$ cat src/rtl/pc_fetch_if.sv
// Instruction-memory fetch channel: word request/ack handshake between the
// fetch front end (master) and instruction memory (slave).
interface pc_fetch_if;
    logic        req;
    logic [31:0] addr;
    logic        ack;
    logic [31:0] rdata;

    modport master (
        output req,
        output addr,
        input  ack,
        input  rdata
    );

    modport slave (
        input  req,
        input  addr,
        output ack,
        output rdata
    );
endinterface

$ cat src/rtl/pc_fetch.sv
// Instruction-fetch front end: owns the PC, issues word fetches over the
// req/ack channel and holds the fetched instruction for IF/ID. A one-entry
// skid buffer catches a fetch that lands while the pipeline is stalled.
// Redirects follow MIPS delay-slot rules: the fetch already in flight when
// the branch arrives is delivered, the redirect steers the next address.
//
// state   | meaning
// --------+----------------------------------------------------------------
// S_IDLE  | post-reset, no request; moves to S_FETCH on the next edge
// S_FETCH | request raised at pc; waits for ack, then refills out or skid
// S_SKID  | out and skid both full; request dropped until out is consumed
module pc_fetch #(
    parameter logic [31:0] RESET_PC = 32'hBFC0_0000
) (
    input  logic              clk,
    input  logic              rst,
    input  logic              stall_i,
    input  logic              branch_flag_i,
    input  logic [31:0]       branch_target_address_i,
    pc_fetch_if.master        imem,
    output logic              if_valid_o,
    output logic [31:0]       if_pc_o,
    output logic [31:0]       if_inst_o
);

    localparam logic [31:0] RESET_PC_WORD = RESET_PC & 32'hFFFF_FFFC;

    typedef enum logic [1:0] {
        S_IDLE  = 2'd0,
        S_FETCH = 2'd1,
        S_SKID  = 2'd2
    } state_t;

    state_t      state;
    logic        req_r;
    logic [31:0] pc;
    logic        pend_valid;
    logic [31:0] pend_target;
    logic [31:0] skid_pc;
    logic [31:0] skid_inst;

    logic        transfer;
    logic        consume;
    logic        out_free;
    logic [31:0] target_word;
    logic [31:0] pc_after_fetch;

    // The address always comes straight from the PC register, so it is
    // stable for as long as the request is held.
    assign imem.req    = req_r;
    assign imem.addr   = pc;

    assign transfer    = req_r & imem.ack;
    assign consume     = if_valid_o & ~stall_i;
    assign out_free    = ~if_valid_o | consume;
    assign target_word = branch_target_address_i & 32'hFFFF_FFFC;

    // Address that follows a completed fetch: a same-edge redirect wins over
    // an older pending one, otherwise sequential (wraps modulo 2^32).
    always_comb begin
        pc_after_fetch = pc + 32'd4;
        if (branch_flag_i) begin
            pc_after_fetch = target_word;
        end else if (pend_valid) begin
            pc_after_fetch = pend_target;
        end
    end

    // Fetch FSM with PC, redirect, output-buffer and skid-buffer updates.
    always_ff @(posedge clk or negedge rst) begin
        if (!rst) begin
            state       <= S_IDLE;
            req_r       <= 1'b0;
            pc          <= RESET_PC_WORD;
            pend_valid  <= 1'b0;
            pend_target <= 32'd0;
            skid_pc     <= 32'd0;
            skid_inst   <= 32'd0;
            if_valid_o  <= 1'b0;
            if_pc_o     <= 32'd0;
            if_inst_o   <= 32'd0;
        end else begin
            case (state)
                S_IDLE: begin
                    // Nothing has been fetched yet, so a redirect here simply
                    // becomes the first fetch address.
                    if (branch_flag_i) begin
                        pc <= target_word;
                    end
                    state <= S_FETCH;
                    req_r <= 1'b1;
                end

                S_FETCH: begin
                    if (transfer) begin
                        pc         <= pc_after_fetch;
                        pend_valid <= 1'b0;
                        if (out_free) begin
                            if_valid_o <= 1'b1;
                            if_pc_o    <= pc;
                            if_inst_o  <= imem.rdata;
                        end else begin
                            skid_pc   <= pc;
                            skid_inst <= imem.rdata;
                            state     <= S_SKID;
                            req_r     <= 1'b0;
                        end
                    end else begin
                        // The outstanding fetch is the delay slot; remember the
                        // target and apply it once that fetch completes.
                        if (branch_flag_i) begin
                            pend_valid  <= 1'b1;
                            pend_target <= target_word;
                        end
                        if (consume) begin
                            if_valid_o <= 1'b0;
                        end
                    end
                end

                S_SKID: begin
                    // pc already points past the delay slot and no request is
                    // up, so a redirect can overwrite it directly.
                    if (branch_flag_i) begin
                        pc <= target_word;
                    end
                    if (consume) begin
                        if_pc_o   <= skid_pc;
                        if_inst_o <= skid_inst;
                        state     <= S_FETCH;
                        req_r     <= 1'b1;
                    end
                end

                default: begin
                    state <= S_IDLE;
                    req_r <= 1'b0;
                end
            endcase
        end
    end

endmodule

$ cat src/flat_wrapper.sv
// flat-port wrapper written by rule: the top's interface ports become plain ports
module pc_fetch_flat 
#(
    parameter logic [31:0] RESET_PC = 32'hBFC0_0000
)
  (clk, rst, stall_i, branch_flag_i, branch_target_address_i, if_valid_o, if_pc_o, if_inst_o, imem_req, imem_addr, imem_ack, imem_rdata);
  pc_fetch_if imem_i ();
  input  logic clk;
  input  logic rst;
  input  logic stall_i;
  input  logic branch_flag_i;
  input  logic [31:0] branch_target_address_i;
  output logic if_valid_o;
  output logic [31:0] if_pc_o;
  output logic [31:0] if_inst_o;
  output wire logic [$bits(imem_i.req)-1:0] imem_req;
  output wire logic [$bits(imem_i.addr)-1:0] imem_addr;
  input wire logic [$bits(imem_i.ack)-1:0] imem_ack;
  input wire logic [$bits(imem_i.rdata)-1:0] imem_rdata;
  assign imem_req = imem_i.req;
  assign imem_addr = imem_i.addr;
  assign imem_i.ack = imem_ack;
  assign imem_i.rdata = imem_rdata;
  pc_fetch #(.RESET_PC(RESET_PC)) u_core (.clk(clk), .rst(rst), .stall_i(stall_i), .branch_flag_i(branch_flag_i), .branch_target_address_i(branch_target_address_i), .imem(imem_i), .if_valid_o(if_valid_o), .if_pc_o(if_pc_o), .if_inst_o(if_inst_o));
endmodule
$ cat config.mk
export PLATFORM = sky130hd
export DESIGN_NAME = pc_fetch_flat
export DESIGN_NICKNAME = d
export VERILOG_FILES = /design/src/rtl/pc_fetch_if.sv /design/src/rtl/pc_fetch.sv /design/src/flat_wrapper.sv
export SDC_FILE = /design/constraint.sdc
export NUM_CORES = 1
export LEC_CHECK = 0
export CAP_MARGIN = 20
export CORE_AREA = 2 2 143 145
export CTS_CLUSTER_SIZE = 25
export DETAILED_ROUTE_END_ITERATION = 10
export DIE_AREA = 0 0 145 147
export PLACE_DENSITY = 0.73
export RECOVER_POWER = 25
export SKIP_LAST_GASP = 1
export SYNTH_ARGS = -nofsm -noshare
export SYNTH_HDL_FRONTEND = slang
export SYNTH_SLANG_ARGS = --single-unit
$ cat constraint.sdc
create_clock -name clk -period 1.75 [get_ports clk]
set_clock_uncertainty 0.2 [all_clocks]
set_input_delay 0.35 -clock clk [delete_from_list [all_inputs] [get_ports clk]]
set_output_delay 0.35 -clock clk [all_outputs]
set_load 0.02 [all_outputs]
# Word-level counts from Yosys, hierarchy flattened
# Index checks and enable logic that the tools add are counted.
[classes]
n_addsub = 1
n_eq_ne = 8
muxes = 26
bitwise_logic = 7
n_reduce_logical = 13
[op_table]
columns = ["op", "n"]
rows = [
  ["$mux W32", 10],
  ["$pmux W32 S2", 3],
  ["$add A32 B3 Y32 const B", 1],
  ["$reduce_and A3 Y1", 5],
  ["$mux W1", 8],
  ["$ne A2 B1 Y1 const B", 4],
  ["$reduce_bool A2 Y1", 4],
  ["$mux W2", 3],
  ["$pmux W2 S3", 1],
  ["$ne A2 B2 Y1 const B", 2],
  ["$not A1 Y1", 4],
  ["$reduce_and A4 Y1", 1],
  ["$pmux W1 S3", 1],
  ["$and A1 B1 Y1", 2],
  ["$eq A2 B1 Y1 const B", 1],
  ["$eq A2 B2 Y1 const B", 1],
  ["$logic_not A2 Y1", 1],
  ["$reduce_and A2 Y1", 1],
  ["$reduce_or A2 Y1", 1],
  ["$or A1 B1 Y1", 1],
]
[word_totals]
reg_bits = 195
inputBits = 69
output_inout_bits = 98
word_cells = 65

# Longest topological paths before layout
[logic_depth]
ltp_word = 6
depth_mapped = 8

# Worst setup path before layout
# OpenSTA, ideal clock, no wires.
[synth_path]
kind = "reg-to-reg"
start = "reg u_core.pc[2], in the netlist u_core.imem.addr[2]"
end = "reg u_core.pc[14], in the netlist u_core.imem.addr[14]"
arrival_time_ns = 1.785
t_required_ns = 1.463
path_slack_ns = -0.322
stages_incl_launch_ff = 7
n_path_buf = 0
path_cell_list = "dfrtp_1 -> ha_1 -> nand3_1 -> or4_4 -> nand3_1 -> a21oi_1 -> a211oi_2"
[synth_between]
elab_chain_cells = 5
[synth_lines]
columns = ["item", "line", "source"]
rows = [
  ["start, declared", "pc_fetch.sv:36", "logic [31:0] pc;"],
  ["start signal, assigned", "pc_fetch.sv:88", "pc <= target_word;"],
  ["start signal, assigned", "pc_fetch.sv:96", "pc <= pc_after_fetch;"],
  ["start signal, assigned", "pc_fetch.sv:125", "pc <= target_word;"],
  ["$add A32 B3 Y32", "pc_fetch.sv:61", "pc_after_fetch = pc + 32'd4;"],
  ["$mux W32", "pc_fetch.sv:64", "end else if (pend_valid) begin"],
  ["$mux W32", "pc_fetch.sv:62", "if (branch_flag_i) begin"],
  ["$mux W32", "pc_fetch.sv:95", "if (transfer) begin"],
  ["$pmux W32 S2", "pc_fetch.sv:83", "case (state)"],
]
# Every way passes these cells. The select of a mux whose other input is x is not followed.
# A chain may end at the register's enable or synchronous reset.

# Worst setup path in the final report
[layout_path]
start = "reg u_core.state[0]"
end = "reg u_core.skid_pc[29]"
[layout_between]
elab_chain_cells = 2
[layout_lines]
columns = ["item", "line", "source"]
rows = [
  ["start, declared", "pc_fetch.sv:34", "state_t state;"],
  ["start signal, assigned", "pc_fetch.sv:72", "state <= S_IDLE;"],
  ["start signal, assigned", "pc_fetch.sv:90", "state <= S_FETCH;"],
  ["start signal, assigned", "pc_fetch.sv:105", "state <= S_SKID;"],
  ["$eq A2 B1 Y1", "pc_fetch.sv:83", ""],
  ["$reduce_and A3 Y1 (no line)", "n/a", ""],
  ["end signal, assigned", "pc_fetch.sv:103", "skid_pc <= pc;"],
  ["end, declared", "pc_fetch.sv:39", "logic [31:0] skid_pc;"],
]
# Every way passes these cells.

==> metrics.md <==
| Metric | Value |
|---|---|
| Clock sink count | `roughly 190` |
| Vias per inst | `5.56` |
| Finished Cell Area | `around 14000 um2` |
| Register bit total from synthesis | `189` |
| Clock transition at path regs | `roughly 70 ps` |
| First-pass GRT wire length | `43000 um` |
| Switching power | `10.5 mW` |
| CTS tree | `yes` |
| Per-cell routed wire length | `21.0 um` |
| Async S/R FF share, synth | `1.00` |
| Syn Std Cell Area | `8750 um2` |
| Clk buf depth | `2` |
| Pwr dens | `1910 nW/um2` |
| PnR worst setup slack | `-228 ps` |
| Post-synth EDFFs | `0` |
| Die area | `21300 um2` |
| Pins Over Slew Limit | `0` |
| Global route hottest layer | `met2` |
| Vias in the first global route | `7727` |
| Initial antenna violation count | `0` |
| Placed cells | `1268` |
| Initial DRC count | `663` |
| Filler Cell Count | `1363` |
| Final WL | `just under 30000 um` |
| Tot GR Track Use | `0.257` |
| CP Data Arrival Time | `2090 ps` |
| Fmax | `506 MHz` |
| FF-to-FF path depth | `7` |
| I/O Buffers | `160` |
| P_int | `around 16 mW` |
| Final setup fails | `191` |
| Leak pwr | `5.89 nW` |
| GRT overflow | `0` |
| Grt met2 use | `0.415` |
| H-tree Lvls | `4` |
| Rel. slew slack | `0.295` |
| Max-cap viol count | `0` |
| Combinational share of power | `0.543` |
| Placed inst area | `between 10000 and 15000 um2` |
| Synthesis-to-finish area growth | `60.0%` |
| Post-route minimum period | `1980 ps` |
| Met1 Usage GRT | `0.347` |
| N_diodes | `0` |
| Seq/Total Area, Yosys | `0.542` |
| Crit start category | `flip-flop` |
| Starting Density | `0.441` |
| Num CTS Buffers | `17` |
| Hold Path Depth | `1` |
| Final Hold Vio Count | `0` |
| Critical path class | `reg -> reg` |
| VDD IR max | `0.934 mV` |
| Power share of the clock group | `0.151` |
| Die Wd | `about 150 um` |
| Tightest Pin Transition | `approximately 1100 ps` |
| Die H | `between 100 and 150 um` |
| DRT antenna net count | `0` |
| Tcrit/Tclk final | `1.13` |
| Failing checks | `negative setup slack` |
| Synthesized instance count | `782` |
| Mean Syn Cell Area | `11.2 um2` |
| Prevailing post-synth register cell | `dfrtp_1` |
| Req. time, crit path | `1860 ps` |
| Worst setup EP type | `flip-flop` |
| Via count | `7655` |
| Status | `finished, violations left` |
| Layout cells sized above 1 | `0.461` |
| Nets | `between 1000 and 1500` |
| GPL Wtd Cong | `0.834` |
| Post-route insts no fill | `1377` |
| Drt drc | `0` |
| Largest net degree at the start of global routing | `just over 40` |
| Seq pwr share | `0.306` |
| Switching Share | `0.392` |
| Worst Hold Class | `reg -> reg` |
| Core Box Area | `19800 um2` |
| RSZ-0062 raised after global routing | `yes` |
| Root Driver | `clkbuf_16` |
| Clk_lat worst skew | `440 ps` |
| Hpwl dp | `15500 um` |
| Yosys cell types | `slightly above 50` |
| I/O pin cnt | `167` |
| Met3 usage | `0.0531` |
| Num rows | `52` |
| Crit Path Max Fanout | `11` |
| Syn. warnings | `0` |
| Iteration count of the initial detailed-routing pass | `5` |
[routing by layer]
metal,wire (um),part of all wire,vias to the layer above
met3,1730,0.060,72
met1,12100,0.42,3803
met5,0,0,-
li1,-,-,3418
met2,14200,0.49,362
met4,826,0.029,0
[placed cells by master, fill, tap and decap left out, types with 5 or more instances in the layout]
cell type        count
nand2_1             23
o21ai_1             20
clkbuf_2             9
o21ai_0             21
clkdlybuf4s50_1     64
buf_2               15
dfrtp_2             13
inv_1               10
nand3_1             11
a21oi_4              6
nor2_2               8
a21oi_2             67
mux2_2              62
dfrtp_1            167
nor2_4              24
nor2_1              55
xor2_1              14
inv_6                6
buf_6               36
dfstp_2              9
buf_12              28
a222oi_1             5
mux2i_1             64
buf_4              103
mux2_4              28
and3_1               5
dlygate4sd2_1       49
buf_8               11
a21oi_1             28
clkdlybuf4s15_1      6
buf_16              14
xnor2_1              7
clkbuf_16           24
nand4_1             14
[cell families after synthesis]
kind of cell / Yosys count / synth area share
and+or+nand+nor: 175 / 0.0946
muxes: 154 / 0.189
xor gates and xnor gates: 21 / 0.0210
other: 1 / 0.000428
buffers and inverters: 65 / 0.0367
DFF: 189 / 0.542
adders and majority gates: 1 / 0.00143
AOI/OAI and AO/OA: 176 / 0.115
[registers in the layout, summed over array words and instances, names as in the netlist]
| name | count |
|---|---|
| u_core.if_inst_o | 32 |
| u_core.if_pc_o | 30 |
| u_core.skid_pc | 30 |
| u_core.if_valid_o | 1 |
| u_core.imem.addr | 30 |
| u_core.pend_valid | 1 |
| u_core.skid_inst | 32 |
| u_core.state | 2 |
| u_core.imem.req | 1 |
| u_core.pend_target | 30 |
[synthesized netlist by cell type, types with 5 or more instances]
cell type | n | share of area
a21oi_1 | 101 | 0.058
a222oi_1 | 5 | 0.0057
a32o_1 | 6 | 0.0069
and3_1 | 7 | 0.0050
buf_2 | 28 | 0.016
buf_4 | 11 | 0.0094
clkbuf_1 | 15 | 0.0064
dfrtp_1 | 180 | 0.51
dfstp_2 | 9 | 0.027
inv_1 | 10 | 0.0043
mux2_2 | 90 | 0.12
mux2i_1 | 64 | 0.073
nand2_1 | 28 | 0.012
nand3_1 | 14 | 0.0080
nand4_1 | 14 | 0.010
nor2_1 | 85 | 0.036
nor3_1 | 6 | 0.0034
o21ai_0 | 37 | 0.021
o21ai_1 | 6 | 0.0034
xnor2_1 | 7 | 0.0070
xor2_1 | 14 | 0.014
[metrics by stage]
stage	setup TNS, ps	power, mW	utilization	hold slack (ps)	setup slack [ps]
CTS	-19480	25.0	0.677	215	-194
detailed placement	-82900	18.7	0.582	110	-543
floorplan	-711	13.6	-	-146	-94.0
finish	-25580	26.7	0.706	306	-228
global route	-45220	28.0	0.706	315	-284
global placement	-75250	18.4	0.582	109	-469
[final cells by class]
class | count | area, um2 | share of cell area
Inverter | 10 | 37.5 | 0.00268
Clock inverter | 13 | 153 | 0.0109
Clock buffer | 19 | 453 | 0.0323
Sequential cell | 189 | 4760 | 0.340
Multi-Input combinational cell | 531 | 4520 | 0.323
Timing Repair Buffer | 345 | 3750 | 0.268
Tap cell | 270 | 338 | 0.0241
[what timing repair did]
item,in CTS,in global routing
hold buffers,1,0
hold endpoints to repair,62,0
cloned,22,7
setup endpoints to repair,276,214
buffers inserted,46,21
resized for setup,327,195
pin swaps,25,15
[path summary, 6_finish.rpt]
path / to / startpoint / slack, ps
max: u_core.skid_pc[29]$_DFFE_PN0P_ / u_core.state[0]$_DFFE_PN0P_ / -230
min: u_core.skid_pc[13]$_DFFE_PN0P_ / u_core.skid_pc[13]$_DFFE_PN0P_ / 310
max reg2reg: u_core.skid_pc[29]$_DFFE_PN0P_ / u_core.state[0]$_DFFE_PN0P_ / -230
min reg2reg: u_core.skid_pc[13]$_DFFE_PN0P_ / u_core.skid_pc[13]$_DFFE_PN0P_ / 310
max in group asynchronous: u_core.imem.addr[2]$_DFFE_PN0P_ / rst / 0
min in group asynchronous: u_core.if_inst_o[11]$_DFFE_PN0P_ / rst / 450
[power groups by stage]
stage / sequential (mW) / combinational (mW) / clock [mW]
floorplan: 9.19 / 4.43 / 0
global placement: 7.92 / 10.5 / 0
detailed placement: 8.01 / 10.7 / 0
CTS: 7.93 / 13.0 / 4.06
global route: 8.40 / 15.3 / 4.22
finish: 8.16 / 14.5 / 4.02
[critical path, stage by stage, from the launching register on]
cell and delay (ps):
dfrtp_2 430, buf_6 130, nand4b_4 130, buf_4 170
nor2_4 120, buf_4 170, buf_12 150, mux2_2 360
No activity file was read; power rests on OpenSTA's default activity.
